--- src/rtl/pep_mmacc_sxt_body_req.sv ---
// Sample-extract body request: forwards commands as body-RAM reads, tags them in flight,
// and turns each returned body coefficient into a rounded rotation modulo 2N.
module pep_mmacc_sxt_body_req #(
  parameter int LWE_COEF_W = 32,
  parameter int PID_W      = 6,
  parameter int N_SZ       = 11,
  parameter int OUTST_MAX  = 4
) (
  input  logic                  clk,
  input  logic                  a_rst,

  input  logic [PID_W-1:0]      cmd_pid,
  input  logic                  cmd_parity,
  input  logic                  cmd_vld,
  output logic                  cmd_rdy,

  output logic [PID_W-1:0]      boram_rd_pid,
  output logic                  boram_rd_parity,
  output logic                  boram_rd_vld,
  input  logic                  boram_rd_rdy,

  input  logic [LWE_COEF_W-1:0] boram_sxt_data,
  input  logic                  boram_sxt_data_vld,
  output logic                  boram_sxt_data_rdy,

  output logic [PID_W-1:0]      rot_pid,
  output logic                  rot_parity,
  output logic [N_SZ:0]         rot_val,
  output logic                  rot_vld,
  input  logic                  rot_rdy,

  input  logic                  flush,
  output logic                  flush_done
);

  localparam int TAG_W = PID_W + 1;
  localparam int PTR_W = (OUTST_MAX > 1) ? $clog2(OUTST_MAX) : 1;
  localparam int CNT_W = $clog2(OUTST_MAX + 1);
  localparam int SHIFT = LWE_COEF_W - N_SZ - 1;
  localparam int OUT_W = TAG_W + N_SZ + 1;
  localparam logic [LWE_COEF_W:0] RND_HALF = (LWE_COEF_W + 1)'(1) << (SHIFT - 1);

  typedef enum logic [1:0] {RUN, DRAIN, DONE} state_e;

  state_e             state_reg;
  logic [CNT_W-1:0]   outst_cnt_reg;
  logic [PTR_W-1:0]   tag_wr_ptr_reg;
  logic [PTR_W-1:0]   tag_rd_ptr_reg;
  logic [TAG_W-1:0]   tag_mem [OUTST_MAX];
  logic               out_wr_ptr_reg;
  logic               out_rd_ptr_reg;
  logic [1:0]         out_cnt_reg;
  logic [OUT_W-1:0]   out_mem [2];
  logic               flush_done_reg;

  logic               can_issue;
  logic               req_fire;
  logic               rsp_fire;
  logic               rot_fire;
  logic               tag_empty;
  logic               out_full;
  logic [LWE_COEF_W:0] rnd_sum;
  logic [N_SZ:0]      rot_calc;
  logic               sum_unused;

  function automatic logic [PTR_W-1:0] tag_ptr_inc(input logic [PTR_W-1:0] p);
    return (p == PTR_W'(OUTST_MAX - 1)) ? '0 : p + 1'b1;
  endfunction

  // Reset gates issue combinationally so no request escapes while a_rst is high.
  assign can_issue = (state_reg == RUN) && (outst_cnt_reg < CNT_W'(OUTST_MAX)) && !a_rst;

  assign boram_rd_pid    = cmd_pid;
  assign boram_rd_parity = cmd_parity;
  assign boram_rd_vld    = cmd_vld & can_issue;
  assign cmd_rdy         = boram_rd_rdy & can_issue;

  // The tag FIFO occupancy always equals the outstanding-read count.
  assign tag_empty = (outst_cnt_reg == '0);
  assign out_full  = (out_cnt_reg == 2'd2);

  assign boram_sxt_data_rdy = !tag_empty && !out_full;

  assign req_fire = boram_rd_vld & boram_rd_rdy;
  assign rsp_fire = boram_sxt_data_vld & boram_sxt_data_rdy;
  assign rot_fire = rot_vld & rot_rdy;

  // Rounding modulus switch; the carry out of the kept field is discarded.
  assign rnd_sum    = {1'b0, boram_sxt_data} + RND_HALF;
  assign rot_calc   = rnd_sum[SHIFT +: N_SZ + 1];
  assign sum_unused = ^{rnd_sum[LWE_COEF_W], rnd_sum[SHIFT-1:0]};

  assign {rot_pid, rot_parity, rot_val} = out_mem[out_rd_ptr_reg];
  assign rot_vld    = (out_cnt_reg != 2'd0);
  assign flush_done = flush_done_reg;

  always_ff @(posedge clk or posedge a_rst) begin
    if (a_rst) begin
      state_reg      <= RUN;
      outst_cnt_reg  <= '0;
      tag_wr_ptr_reg <= '0;
      tag_rd_ptr_reg <= '0;
      out_wr_ptr_reg <= 1'b0;
      out_rd_ptr_reg <= 1'b0;
      out_cnt_reg    <= 2'd0;
      flush_done_reg <= 1'b0;
    end else begin
      if (req_fire && !rsp_fire)
        outst_cnt_reg <= outst_cnt_reg + 1'b1;
      else if (rsp_fire && !req_fire)
        outst_cnt_reg <= outst_cnt_reg - 1'b1;

      if (req_fire) tag_wr_ptr_reg <= tag_ptr_inc(tag_wr_ptr_reg);
      if (rsp_fire) tag_rd_ptr_reg <= tag_ptr_inc(tag_rd_ptr_reg);

      if (rsp_fire && !rot_fire)
        out_cnt_reg <= out_cnt_reg + 2'd1;
      else if (rot_fire && !rsp_fire)
        out_cnt_reg <= out_cnt_reg - 2'd1;

      if (rsp_fire) out_wr_ptr_reg <= ~out_wr_ptr_reg;
      if (rot_fire) out_rd_ptr_reg <= ~out_rd_ptr_reg;

      flush_done_reg <= 1'b0;
      case (state_reg)
        RUN:   if (flush) state_reg <= DRAIN;
        DRAIN: begin
          if (tag_empty && (out_cnt_reg == 2'd0)) begin
            state_reg      <= DONE;
            flush_done_reg <= 1'b1;
          end
        end
        DONE:    state_reg <= RUN;
        default: state_reg <= RUN;
      endcase
    end
  end

  // Storage only; occupancy is tracked by the reset counters above.
  always_ff @(posedge clk) begin
    if (req_fire) tag_mem[tag_wr_ptr_reg] <= {cmd_pid, cmd_parity};
    if (rsp_fire) out_mem[out_wr_ptr_reg] <= {tag_mem[tag_rd_ptr_reg], rot_calc};
  end

  // A response with no read outstanding is a protocol violation by the body RAM.
  property p_no_orphan_rsp;
    @(posedge clk) disable iff (a_rst) boram_sxt_data_vld |-> !tag_empty;
  endproperty
  a_no_orphan_rsp: assert property (p_no_orphan_rsp);

endmodule

--- config.mk ---
export PLATFORM = sky130hd
export DESIGN_NAME = pep_mmacc_sxt_body_req
export DESIGN_NICKNAME = d
export VERILOG_FILES = /design/src/rtl/pep_mmacc_sxt_body_req.sv
export SDC_FILE = /design/constraint.sdc
export NUM_CORES = 1
export LEC_CHECK = 0
export ABC_CLOCK_PERIOD_IN_PS = 2500
export CAP_MARGIN = 20
export CORE_MARGIN = 10
export CORE_UTILIZATION = 50
export CTS_CLUSTER_DIAMETER = 30
export DETAILED_ROUTE_END_ITERATION = 6
export GPL_ROUTABILITY_DRIVEN = 0
export PLACE_DENSITY = 0.78
export SLEW_MARGIN = 10
export SYNTH_ARGS = -nofsm -noshare
export SYNTH_HDL_FRONTEND = slang
export SYNTH_SLANG_ARGS = --single-unit
--- constraint.sdc ---
create_clock -name clk -period 2.5 [get_ports clk]
set_input_delay 0.625 -clock clk [delete_from_list [all_inputs] [get_ports clk]]
set_output_delay 0.625 -clock clk [all_outputs]
set_load 0.02 [all_outputs]
==> flow_summary.json <==
{
  "status": "finished, final reports clean",
  "gr-total-overflow": 0,
  "crit_path_start": "a_rst",
  "hp-start": "out_cnt_reg[1]$_DFFE_PP0P_",
  "slowest_delay_ps": 430,
  "drtIter0Drc": 41,
  "grt_util_all_layers_pct": 11.94,
  "finalHoldViolCount": 0,
  "rows": 30,
  "final_cell_area_um2": 4338,
  "cts_root_buf": "clkbuf_8",
  "arrival_ps": 1760,
  "worst_pin_slew_ps": 539.8,
  "synth_flop_cell": "edfxtp_1",
  "wl_per_cell_um": 16.66,
  "critical_path_buf_inv_count": 2,
  "fin_crit_sh_pct": 95.20,
  "syn_to_final_growth_pct": 26.95,
  "grt_pass1_wl_um": 9308,
  "synth_edf_count": 66,
  "ys_ff_latch": 80,
  "first_pass_iters": 4,
  "insertion_delay_ps": 350,
  "power_mw": 4.488,
  "cts.htree.levels": 3,
  "synth_warnings": 0,
  "drc": 0,
  "wl_um": 5931,
  "fin_worst_skew_ps": 10.55,
  "syn_inst": 203,
  "rsz0062_at_grt": "no",
  "core-area_um2": 6719,
  "final_nets": 326,
  "cts_buffers": 9,
  "via_per_inst": 5.121,
  "ir_drop_v": 0.0004770,
  "synthMostInstantiatedCell": "edfxtp_1",
  "fmax_mhz": 420.2,
  "post-route-min-period_ps": 2380,
  "die_w_um": 102.7,
  "drv_cap": 0,
  "path_class": "in -> out",
  "dp_hpwl_um": 4189,
  "yosysTopAreaCell": "edfxtp_1",
  "cts_setup_buffers": 0,
  "power.density_nw_per_um2": 1035,
  "p_leak_nw": 1.691,
  "ys_top_cells_by_area": "edfxtp_1 58%, dfrtp_1 10%, mux2_2 7.3%",
  "drtAntennaViolNets": 0,
  "slew_headroom_pct": 63.98,
  "grt_max_degree": 20,
  "cts.path.max_buffers": 2,
  "synth_nets": 258,
  "crit_required_ps": 1880,
  "r2r_start": "outst_cnt_reg[0]$_DFFE_PP0P_",
  "fillers": 473,
  "grt_pass1_vias": 1957,
  "ys_seq_area_share_pct": 68.25,
  "async_reset_ff_share_pct": 17.50,
  "die-area_um2": 10540,
  "cts_tree": "yes",
  "die_h_um": 102.7,
  "initial_core_util_pct": 50.86,
  "cts.sinks": 80,
  "finalMaxSlewViolations": 0,
  "cp-start-kind": "primary input",
  "dr_total_vias": 1823,
  "diodes": 0,
  "layout-drive-gt1-share_pct": 23.91,
  "yosys.area.top_type_share_pct": 58.00,
  "synth_commonest_cells": "66 x edfxtp_1, 22 x mux2_2, 14 x dfrtp_1, 14 x nor2_1, 13 x xor2_1",
  "largest_reg_flops": 38,
  "timing.hold.ws_ps": 509.7,
  "ys_types": 30,
  "antenna_found_initial": 0,
  "placed_cell_area_um2": 4111,
  "critical_path.cell_chain": "clkdlybuf4s50_1 > nor4_2 > and2_1 > dlygate4sd2_1",
  "postSynthAreaPerCell_um2": 16.83,
  "crit_family": "buffers and inverters",
  "setup_viol": 0,
  "crit_fanout": 3,
  "worstSetupEndpointType": "primary output",
  "cpMaxStageDelayCell": "clkdlybuf4s50_1",
  "io_pins": 77,
  "hold_class": "reg -> reg",
  "syn_area_um2": 3417,
  "portBuffers": 57,
  "clk_pin_slew_ps": 80
}
## path summary, 6_finish.rpt
kind,endpoint,cells past startpoint,slack (ps)
worst max-delay path,cmd_rdy,4,120
worst min-delay path,out_cnt_reg[1]$_DFFE_PP0P_,1,510
worst max register to register,outst_cnt_reg[2]$_DFFE_PP0P_,8,440
worst min register to register,out_cnt_reg[1]$_DFFE_PP0P_,1,510
max in group asynchronous,tag_rd_ptr_reg[1]$_DFFE_PP0P_,2,1480
min in group asynchronous,out_rd_ptr_reg$_DFFE_PP0P_,2,670
## cells in the final DEF, fill, tap and decap left out, types with 2 or more instances in the layout
cell type,netlist,final
nor3_1,3,3
and2_1,6,6
nand2_1,5,5
dlygate4sd2_1,0,11
xnor2_1,6,6
mux2_2,22,22
inv_6,0,3
nand3_1,5,5
mux4_2,7,7
nor4_1,2,2
edfxtp_1,66,66
dfrtp_1,14,14
mux2_4,2,2
nor2_1,14,14
ha_1,8,8
clkbuf_8,0,9
xor2_1,13,13
clkdlybuf4s50_1,0,35
dlymetal6s2s_1,0,11
buf_4,8,11
inv_1,6,6
## final cells by class
class | instances | area, µm² | area share (%)
Clock buffer | 9 | 123.9 | 2.855
Clock inverter | 7 | 88.84 | 2.048
Inverter | 7 | 28.78 | 0.6634
Multi-Input combinational cell | 104 | 977.2 | 22.53
Sequential cell | 80 | 2332 | 53.76
Tap cell | 80 | 100.1 | 2.307
Timing Repair Buffer | 69 | 686.9 | 15.84
## power by group
part,switching [mW],internal [mW],leakage [nW]
clock network,0.494,0.481,0.104
logic,0.739,0.787,0.816
registers,0.200,1.79,0.771
total,1.43,3.06,1.69
## worst reg2reg max path: cells and delay by family (launching register included)
family        cells  cell delay, ps
buf+inv           1              50
fa+ha+maj         2             540
xor+xnor          2             300
flops             1             440
simple gates      3             650
## cells by family after synthesis
family	after synthesis	share of synthesized area [%]
simple gates	43	7.067
mux	31	12.74
buf+inv	19	3.149
flops	80	68.25
fa+ha+maj	9	3.515
xor+xnor	19	4.870
compound gates	2	0.4027
## timing repair
item / in CTS / in global routing
hold buffers: 0 / 0
resized for setup: 11 / 11
setup endpoints to repair: 11 / 11
## per-stage QoR
| step | instances | util [%] | setup TNS, ps | setup slack, ps |
|---|---|---|---|---|
| floorplan | 203 | - | 0 | 374.0 |
| global placement | 340 | 61.19 | -342.4 | -149.1 |
| detailed placement | 340 | 61.19 | -413.4 | -168.9 |
| CTS | 356 | 64.15 | 0 | 0.1712 |
| global route | 356 | 64.56 | 0 | 47.06 |
| finish | 356 | 64.56 | 0 | 120.0 |
## per-layer routing
layer  up-vias  share of wire, %  track usage (%)
met2        59                50            19.97
met3         8               5.7            3.619
met5         -                 0                0
met1       878                43            12.87
li1        878                 -                -
met4         0               1.9            7.809
Note: power is estimated with default switching activity, not from simulation.
